**config.mk**
```make
export PLATFORM = sky130hd
export DESIGN_NAME = bcd_code_converter_seq
export DESIGN_NICKNAME = d
export VERILOG_FILES = /design/src/rtl/bcd_conv_pkg.sv /design/src/rtl/bcd_digit_conv.sv /design/src/rtl/bcd_code_converter_seq.sv
export SDC_FILE = /design/constraint.sdc
export NUM_CORES = 1
export LEC_CHECK = 0
export CAP_MARGIN = 20
export CORE_MARGIN = 5
export CORE_UTILIZATION = 50
export DETAILED_ROUTE_END_ITERATION = 10
export PLACE_DENSITY_LB_ADDON = 0.12
export SLEW_MARGIN = 40
export SYNTH_ARGS = -nofsm -noshare
export SYNTH_HDL_FRONTEND = slang
export SYNTH_SLANG_ARGS = --single-unit
```
**constraint.sdc**
```tcl
create_clock -name clk -period 3.1 [get_ports clk]
set_input_delay 0.31 -clock clk [delete_from_list [all_inputs] [get_ports clk]]
set_output_delay 0.31 -clock clk [all_outputs]
set_load 0.005 [all_outputs]
```
**src/rtl/bcd_conv_pkg.sv**
```systemverilog
// Shared types and constants for the sequential BCD code converter.
// Mode encodings match the in_mode port values.
package bcd_conv_pkg;

    typedef enum logic [1:0] {
        MODE_BCD   = 2'd0,
        MODE_XS3   = 2'd1,
        MODE_NINES = 2'd2,
        MODE_2421  = 2'd3
    } mode_e;

    typedef enum logic [1:0] {
        IDLE = 2'd0,
        CONV = 2'd1,
        DONE = 2'd2
    } state_e;

    localparam logic [3:0] BCD_INVALID = 4'hF;

endpackage

```
**src/rtl/bcd_digit_conv.sv**
```systemverilog
// Combinational single-digit converter: one BCD digit plus mode in, one 4-bit code plus error out.
// Non-decimal digits are reported rather than mapped.
module bcd_digit_conv
    import bcd_conv_pkg::*;
(
    input  logic [3:0] digit_i,
    input  mode_e      mode_i,
    output logic [3:0] code_o,
    output logic       err_o
);

    always_comb begin
        code_o = digit_i;
        err_o  = 1'b0;
        if (digit_i > 4'd9) begin
            code_o = BCD_INVALID;
            err_o  = 1'b1;
        end else begin
            case (mode_i)
                MODE_BCD:   code_o = digit_i;
                MODE_XS3:   code_o = digit_i + 4'd3;
                MODE_NINES: code_o = 4'd9 - digit_i;
                // 2421 keeps 0..4 and jumps 5..9 up to 1011..1111
                MODE_2421:  code_o = (digit_i < 4'd5) ? digit_i : digit_i + 4'd6;
                default:    code_o = digit_i;
            endcase
        end
    end

endmodule

```
**src/rtl/bcd_code_converter_seq.sv**
```systemverilog
// Multi-digit BCD code converter: latches a packed word and mode, converts one digit per clock
// LSD first through a single shared digit converter, then holds the result until taken.
module bcd_code_converter_seq
    import bcd_conv_pkg::*;
#(
    parameter int DIGITS = 4
) (
    input  logic                  clk,
    input  logic                  rst_n,
    input  logic                  in_valid,
    output logic                  in_ready,
    input  logic [4*DIGITS-1:0]   in_data,
    input  logic [1:0]            in_mode,
    output logic                  out_valid,
    input  logic                  out_ready,
    output logic [4*DIGITS-1:0]   out_data,
    output logic [DIGITS-1:0]     out_err
);

    localparam int             CW   = (DIGITS > 1) ? $clog2(DIGITS) : 1;
    localparam logic [CW-1:0]  LAST = CW'(DIGITS - 1);

    state_e                state_q, state_d;
    logic [CW-1:0]         cnt_q, cnt_d;
    logic [4*DIGITS-1:0]   data_q, data_d;
    mode_e                 mode_q, mode_d;
    logic [4*DIGITS-1:0]   out_data_q, out_data_d;
    logic [DIGITS-1:0]     out_err_q, out_err_d;

    logic [3:0]            digit_arr [DIGITS];
    logic [3:0]            cur_digit;
    logic [3:0]            code;
    logic                  code_err;
    logic                  accept;

    for (genvar gi = 0; gi < DIGITS; gi++) begin : g_unpack
        assign digit_arr[gi] = data_q[4*gi +: 4];
    end

    assign cur_digit = digit_arr[cnt_q];

    bcd_digit_conv u_conv (
        .digit_i (cur_digit),
        .mode_i  (mode_q),
        .code_o  (code),
        .err_o   (code_err)
    );

    assign in_ready  = (state_q == IDLE) || ((state_q == DONE) && out_ready);
    assign out_valid = (state_q == DONE);
    assign out_data  = out_data_q;
    assign out_err   = out_err_q;
    assign accept    = in_valid && in_ready;

    always_comb begin
        state_d    = state_q;
        cnt_d      = cnt_q;
        data_d     = data_q;
        mode_d     = mode_q;
        out_data_d = out_data_q;
        out_err_d  = out_err_q;

        case (state_q)
            IDLE: ;
            CONV: begin
                for (int k = 0; k < DIGITS; k++) begin
                    if (cnt_q == CW'(k)) begin
                        out_data_d[4*k +: 4] = code;
                        out_err_d[k]         = code_err;
                    end
                end
                if (cnt_q == LAST) begin
                    state_d = DONE;
                end else begin
                    cnt_d = cnt_q + 1'b1;
                end
            end
            DONE: begin
                if (out_ready) begin
                    state_d = IDLE;
                end
            end
            default: state_d = IDLE;
        endcase

        // Acceptance overrides the above so DONE can hand off and reload in one edge
        if (accept) begin
            state_d    = CONV;
            cnt_d      = '0;
            data_d     = in_data;
            mode_d     = mode_e'(in_mode);
            out_data_d = '0;
            out_err_d  = '0;
        end
    end

    always_ff @(posedge clk or negedge rst_n) begin
        if (!rst_n) begin
            state_q    <= IDLE;
            cnt_q      <= '0;
            data_q     <= '0;
            mode_q     <= MODE_BCD;
            out_data_q <= '0;
            out_err_q  <= '0;
        end else begin
            state_q    <= state_d;
            cnt_q      <= cnt_d;
            data_q     <= data_d;
            mode_q     <= mode_d;
            out_data_q <= out_data_d;
            out_err_q  <= out_err_d;
        end
    end

endmodule

```
# Word level (Yosys, flattened, before mapping)
# Index checks and enable logic that the tools add are counted.
# classes
bitwise_logic	1
n_addsub	4
reduce_logical	17
n_lt_le_gt_ge	3
eq_ne	12
muxes	26
# op_table
op	n
two-way mux 4 bit	10
two-way mux 16 bit	2
one-hot mux 4 bit (4 select lines)	1
two-way mux 2 bit	6
== test 2 bit, second input constant	5
AND reduction 2 bit	5
nonzero test 2 bit	5
binary-select mux 4 bit (select 2 bit)	1
== test 2 x 1 -> 1 bit, second input constant	3
logical NOT 2 bit	3
one-hot mux 2 bit (3 select lines)	1
two-way mux 1 bit	5
adder 4 x 2 -> 4 bit, second input constant	1
adder 4 x 3 -> 4 bit, second input constant	1
greater-than comparator 4 bit, second input constant	1
< comparator 4 x 3 -> 1 bit, second input constant	1
inequality test 2 bit, second input constant	2
subtractor 4 bit, first input constant	1
greater-or-equal comparator 3 bit, second input constant	1
inequality test 3 x 1 -> 1 bit, second input constant	1
inequality test 3 bit, second input constant	1
NOT 2 -> 3 bit	1
AND reduction 3 bit	1
adder 2 x 1 -> 2 bit, second input constant	1
2 further kinds	3
# word_totals
inputBits	22
register_bits	42

# Depth between registers and ports, before layout
# Gate-level depths: netlist of the first run.
# logic_depth
word_depth	11
mapped_depth	10

# Cells and area by module
# Synthesis of the first run repeated with hierarchy kept, for this count alone.
# hier_totals
cells_unflattened	181
hier_area_um2	2245.9
# modules_own_cells
mod	cells_per_inst	instances	seq_area_each_um2	area_each_um2
bcd_code_converter_seq	138	1	1051.0	1925.6
bcd_digit_conv	43	1	0.0	320.3

# Worst setup path after synthesis of the first run
# Ideal clock, no wire load.
# synth_path
kind	register to register
start	register cnt_q[1]
end	register out_data_q[1], in the netlist out_data[1]
path_buffers	1
t_arrival_ns	2.141
setup_ns	0.131
period_less_slack_ns	2.271
path_slack_ns	0.829
path_stages_with_launch	10
path_cell_list	dfrtp_1 > clkbuf_1 > mux4_2 > inv_1 > ha_1 > nor2b_1 > a22oi_4 > xnor2_1 > a211oi_2 > a21oi_1
# synth_between
elab_chain_len	11
elab_cells_between_ends	18
classes_between	add/sub: 3; order compare: 2; mux: 9; bitwise: 1; reduce/logical: 3
# synth_rtl
item	line	text
start: declaration	bcd_code_converter_seq.sv:24	logic [CW-1:0] cnt_q, cnt_d;
start signal: assignment	bcd_code_converter_seq.sv:107	cnt_q <= cnt_d;
NOT 2 -> 3 bit (implied by the code)	bcd_code_converter_seq.sv:40	assign cur_digit = digit_arr[cnt_q];
binary-select mux 4 bit (select 2 bit)	bcd_code_converter_seq.sv:40	
two-way mux 4 bit (implied by the code) (2 in a row)	bcd_code_converter_seq.sv:40	
adder 4 x 3 -> 4 bit / < comparator 4 x 3 -> 1 bit (equally long branches)	bcd_digit_conv.sv:24	MODE_2421: code_o = (digit_i < 4'd5) ? digit_i : digit_i + 4'd6;
two-way mux 4 bit	bcd_digit_conv.sv:24	
one-hot mux 4 bit (4 select lines)	bcd_digit_conv.sv:19	case (mode_i)
two-way mux 4 bit	bcd_digit_conv.sv:15	if (digit_i > 4'd9) begin
two-way mux 4 bit	bcd_code_converter_seq.sv:67	if (cnt_q == CW'(k)) begin
two-way mux 16 bit	bcd_code_converter_seq.sv:63	case (state_q)
two-way mux 16 bit	bcd_code_converter_seq.sv:87	if (accept) begin
end signal: assignment	bcd_code_converter_seq.sv:110	out_data_q <= out_data_d;
end: declaration	bcd_code_converter_seq.sv:27	logic [4*DIGITS-1:0] out_data_q, out_data_d;
# Parallel ways exist; a longest one is shown, timed or not. The select of a mux whose other input is x is not followed.
# A chain may end at the register's enable or synchronous reset.

# Worst setup path after layout of the first run
# layout_path
start	register cnt_q[0]
end	register out_data_q[15], in the netlist out_data[15]
# The elaborated chain is that of the path after synthesis.

==> run_results.csv, run 1 <==
group,metric,value,unit
placement,port_buffers,43,
power_and_ir_drop,powerDensity,1140,mW/mm²
synthesis,synth_fp_nets,260,
floorplan,die-area,0.00577,mm²
cts,cts.clk_slew.worst_paths,80,ps
synthesis,synth_cell_type_count,36,
routing,drc_errors,0,
cts,clock_path_buffers,2,
synthesis,syn-cell-area,0.00218,mm²
sta,relSlewSlack,65.3,%
cts,cts_max_level,2,
cts,clock-root-buffer,"clkbuf_8",
routing,drtIter0Drc,71,
routing,firstDrtPassIters,4,
synthesis,synthXorXnorAreaFrac,2.01,%
cts,ctsHoldBuffers,0,
final_layout,drive_gt1_share,9.26,%
global_route,grt_pass1_wl,7580,µm
status,violations,"hold timing",
synthesis,muxShareOfSynthArea,8.57,%
synthesis,synth_top_area_share,48.3,%
floorplan,coreArea,0.00429,mm²
sta,hold_violations,32,
synthesis,synthArstFlopShare,100,%
cts,cts.repair.resized,0,
synthesis,yosys.area_share.simple,19.6,%
synthesis,synth-seq-cells,42,
synthesis,synth_area_leaders,"dfrtp_1, nand2_1, ha_1",
synthesis,syn-instance-count,230,
sta,fmax,381,MHz
routing,dr_total_vias,1634,
synthesis,ys_seq_area_share,48.3,%
floorplan,die_h,76.0,µm
power_and_ir_drop,ir_worst_vdd,0.542,mV
floorplan,io_pins,44,
synthesis,synth_edf_count,0,
cts,clk_latency,290,ps
setup_path,cp.required,3270,ps
sta,slew_viol_final,0,
global_route,grt_max_degree,43,
synthesis,synth-compound-area-share,12.2,%
sta,fin_crit,2620,ps
setup_path,ff2ff_path_depth,8,
synthesis,synth_top_family_by_area,"simple AND/OR/NAND/NOR gates",
final_layout,diodes,0,
final_layout,areaGrowthSynthToFinish,24.3,%
placement,place_inst,314,
synthesis,synthAdderAreaFrac,4.60,%
synthesis,synth_top_area_cell,"dfrtp_1",
hold_path,hold_path.class,"in -> async",
routing,viasPerCell,5.07,
sta,rsz0062_at_grt,"no",
sta,setup_violations,0,
sta,tightest_slew,521,ps
sta,timing.hold.ws,-12.1,ps
floorplan,floorplan.initialDensity,50.7,%
sta,finalSetupTns,0,ps
global_route,antenna_found_initial,0,
cts,cts_setup_buffers,0,
final_layout,nNetsFinal,299,
setup_path,start_kind,"flop",
synthesis,avgSynthCellArea,9.46,µm²
global_route,gr-usage-all-layers,15.9,%
synthesis,ys.flop_type,"dfrtp_1",
power_and_ir_drop,power_leakage,0.00127,µW
cts,tritoncts,"yes",
routing,antenna_left,0,
routing,routed_wl,4330,µm
flow_run,maxCapViolations,0,
setup_path,critPathCaptureType,"flop",
sta,skew,7.03,ps
global_route,grt_pass1_vias,1593,
placement,gp_congestion,0.788,
final_layout,final_core_utilization,63.0,%
floorplan,die_w,76.0,µm
cts,cts_sinks,42,
setup_path,cp.arrival,2800,ps
routing,wire_per_inst,13.5,µm
setup_path,crit_type,"reg -> reg",
placement,hpwlAfterDp,3160,µm
final_layout,fin_cells,322,
status,status,"complete, but fails checks",
cts,cts_buffers,5,
global_route,grt-ovfl-total,0,
synthesis,yosysWarnings,0,
floorplan,rows,24,
setup_path,critical_path.max_fanout,12,
sta,timing.final.crit_share,84.6,%
worst max-delay path: stages (launching register included):
cell	delay [ps]
dfrtp_1	600
mux4_2	650
inv_1	140
ha_1	240
nor3b_1	70
a22oi_1	200
o211ai_1	120
a211oi_2	380
o21ai_1	110
routing by layer:
metal  vias to the layer above  routed length, µm  global-route usage, %
met5                         -                  0                      0
met4                         0                 94                   7.12
met3                         7                252                   3.79
met2                        43               2070                   25.9
met1                       745               1920                   20.0
li1                        839                  -                      -
flip-flops by register name, summed over array words and instances (netlist names):
name / flops
cnt_q: 2
data_q: 16
mode_q: 2
out_data: 16
out_err: 4
state_q: 2
cell usage after synthesis, types with 2 or more instances:
cell type and number:
a211oi_2 2, a21oi_1 13, and2_0 2, and2_1 3, buf_6 3, clkbuf_1 10
dfrtp_1 42, ha_1 8, inv_1 8, mux2_2 7, mux2i_1 4, mux4_2 3
nand2_1 74, nand2b_1 3, nand3_1 6, nor2_1 3, nor2b_1 3, o21a_1 3
o21ai_0 10, o21ai_1 4, xnor2_1 3, xor2_1 2
per-stage QoR:
step	setup slack (ps)	total power [µW]	cell area (µm²)	hold WS, ps
2_1_floorplan	829	2270	2180	14.4
3_3_place_gp	564	2700	2610	461
3_5_place_dp	493	2750	2610	328
4_1_cts	458	3120	2700	8.43
5_1_grt	230	3380	2700	39.4
6_report	477	3090	2700	-12.1
cell families (layout without fill, tap and decap cells):
logic type	count (synthesis)	count (layout)
flops	42	42
xor+xnor	5	5
compound gates	41	41
mux	14	14
fa+ha+maj	8	8
simple gates	99	99
buf+inv	21	61
worst paths after layout:
| check | start | to | slack (ps) |
|---|---|---|---|
| min | rst_n | out_data[5] | -10 |
| max in group asynchronous | rst_n | out_data[12] | 2750 |
| min reg2reg | data_q[11] | data_q[11] | 480 |
| max reg2reg | cnt_q[0] | out_data[15] | 480 |
| min in group clk | data_q[11] | data_q[11] | 480 |
| max | cnt_q[0] | out_data[15] | 480 |
final cells by class:
| class | count | area [µm²] |
|---|---|---|
| fill | 386 | 1590 |
| clock buffer | 7 | 86.3 |
| inverter | 8 | 30.0 |
| timing repair buffer | 45 | 443 |
| clock inverter | 1 | 5.00 |
| sequential | 42 | 1050 |
| multi-input combinational | 167 | 1020 |
| tap | 52 | 65.1 |
report_power, final:
group	total (µW)	leakage [µW]	internal (µW)	switching, µW
combinational	1740	0.000690	835	906
clock	362	0.0000482	180	183
sequential	989	0.000530	791	198
placed cells by master, fill, tap and decap left out, drive strengths merged, types with 2 or more instances in the layout:
| cell type | n |
|---|---|
| nand2 | 74 |
| dfrtp | 42 |
| clkdlybuf4s50 | 42 |
| o21ai | 14 |
| a21oi | 13 |
| inv | 8 |
| ha | 8 |
| mux2 | 7 |
| clkbuf | 7 |
| nand3 | 6 |
| and2 | 5 |
| mux2i | 4 |
| o21a | 4 |
| mux4 | 3 |
| nor2b | 3 |
| xnor2 | 3 |
| nor2 | 3 |
| nand2b | 3 |
| buf | 3 |
| a211oi | 2 |
| xor2 | 2 |
| nor3 | 2 |
| a22oi | 2 |
Note: power is estimated with default switching activity, not from simulation.
==> run 2: changes to the inputs <==
Settings changed: CORE_UTILIZATION 50 to 46.
Clock period 3.1 ns to 2.3 ns, I/O delays scaled along.
==> run 2 against run 1 <==
Critical path depth grew 1. Combinational power grew 67%. The flow now finishes without violations. Routed wire length grew 15%. Sequential power grew 32%. Non-clock buffer count grew 15. Design area grew 7.6%. Die area grew 7.5%. Worst setup slack lost 360 ps. First-iteration DRC count grew 68%. Utilization shrank 0.52 points.
==> run_results.csv, run 2 (synthesis results as in run 1) <==
group,metric,value,unit
cts,clock_path_buffers,2,
cts,tritoncts,"yes",
global_route,grt_pass1_vias,1693,
routing,viasPerCell,5.15,
final_layout,drive_gt1_share,16.4,%
final_layout,nNetsFinal,315,
sta,slew_viol_final,0,
routing,firstDrtPassIters,4,
placement,place_area,0.00271,mm²
power_and_ir_drop,powerDensity,1640,mW/mm²
sta,fin_crit,2180,ps
placement,hpwlAfterDp,3510,µm
floorplan,rows,25,
final_layout,areaGrowthSynthToFinish,33.8,%
cts,clk_latency,290,ps
routing,wire_per_inst,14.7,µm
final_layout,nFillCells,417,
power_and_ir_drop,ir_worst_vdd,0.644,mV
global_route,gr-usage-all-layers,16.5,%
setup_path,crit_type,"reg -> reg",
floorplan,coreArea,0.00466,mm²
sta,setup_violations,0,
sta,rsz0062_at_grt,"yes",
sta,hold_violations,0,
cts,cts.clk_slew.worst_paths,80,ps
sta,timing.final.crit_share,94.9,%
floorplan,die-area,0.00621,mm²
floorplan,io_pins,44,
setup_path,cp.arrival,2360,ps
routing,drc_errors,0,
global_route,grt-ovfl-total,0,
setup_path,cp.required,2470,ps
sta,relSlewSlack,63.4,%
setup_path,start_kind,"flop",
sta,skew,8.09,ps
status,status,"finished clean",
floorplan,floorplan.initialDensity,46.7,%
floorplan,die_w,78.8,µm
power_and_ir_drop,power_leakage,0.00136,µW
global_route,grt_pass1_wl,7910,µm
hold_path,hold_path.class,"in -> async",
final_layout,diodes,0,
floorplan,die_h,78.8,µm
setup_path,r2r_slack,120,ps
flow_run,maxCapViolations,0,
final_layout,final_area,0.00291,mm²
setup_path,critical_path.max_fanout,5,
setup_path,ff2ff_path_depth,9,
cts,cts_buffers,5,
sta,fmax,458,MHz
placement,port_buffers,43,
global_route,grt_max_degree,43,
global_route,antenna_found_initial,0,
sta,finalSetupTns,0,ps
cts,cts_sinks,42,
final_layout,final_common_cell,"nand2_1",
routing,dr_total_vias,1750,
routing,routed_wl,4990,µm
cts,cts_max_level,2,
placement,gp_congestion,0.837,
routing,drtIter0Drc,119,
setup_path,critPathCaptureType,"flop",
final_layout,multi_input_area,0.00109,mm²
cts,clock-root-buffer,"clkbuf_8",
routing,antenna_left,0,
final_layout,final-seq-area,0.00105,mm²
sta,tightest_slew,548,ps
final_layout,layout_common_cells,"nand2_1, clkdlybuf4s50_1, dfrtp_1",
==> run 2: changes by cell type in the layout (fill, tap and decap cells not counted), moves of 2 or more <==
cell     delta
ha_1        -3
ha_4        +2
o21ai_1     -2
buf_4      +14
o21ai_2     +2
==> run 2: final cells by class <==
cell class	instances	area share, %
inverter	8	1.12
multi-input combinational	168	37.6
sequential	42	36.2
clock inverter	1	1.03
timing repair buffer	60	19.2
tap	54	2.32
clock buffer	7	2.62
==> run 2: final timing paths <==
check                            from     endpoint
min in group clk           in_data[7]    data_q[7]
max in group asynchronous       rst_n     cnt_q[0]
setup reg to reg             cnt_q[1]  out_data[2]
hold / removal                  rst_n  out_data[5]
hold reg to reg            data_q[12]   data_q[12]
setup / recovery             cnt_q[1]  out_data[2]
==> run 2: power by group <==
part	switching [µW]	internal [µW]
logic	1430	1470
clock network	240	325
registers	241	1070
==> run 2: what timing repair did <==
action | CTS | global route
hold endpoints to repair | 42 | 0
cloned | 0 | 1
hold buffers | 1 | 0
endpoints found under the setup margin | 4 | 12
resized for setup | 0 | 12
setup buffers | 1 | 0
pin swaps | 1 | 2
==> run 2: worst max-delay path, stage by stage, from the launching register on <==
cell     delay [ps]
dfrtp_1         450
mux2i_1         180
mux2_2          330
ha_4            190
nor2b_2         170
buf_4           140
xnor2_1         100
nor2_1           70
nor3_2          320
a21oi_1         120
==> run 2: metrics by stage <==
stage          total power, µW  hold slack [ps]  std cells  setup WS (ps)  util (%)
6_report                  4770              444        340            116      62.4
5_1_grt                   5180              446        340          -6.94      62.4
4_1_cts                   4580              446        339           3.55      60.9
3_5_place_dp              3950              248        329          -8.47      58.2
3_3_place_gp              3900              424        329           37.4      58.1
2_1_floorplan             3050            -65.6        230           28.6         -
==> run 2: per-layer routing <==
metal  GRT usage, %  part of all wire, %
met1           20.4                   47
met2           27.8                   46
met3           4.08                  5.4
met4           6.29                  1.5
met5              0                    0
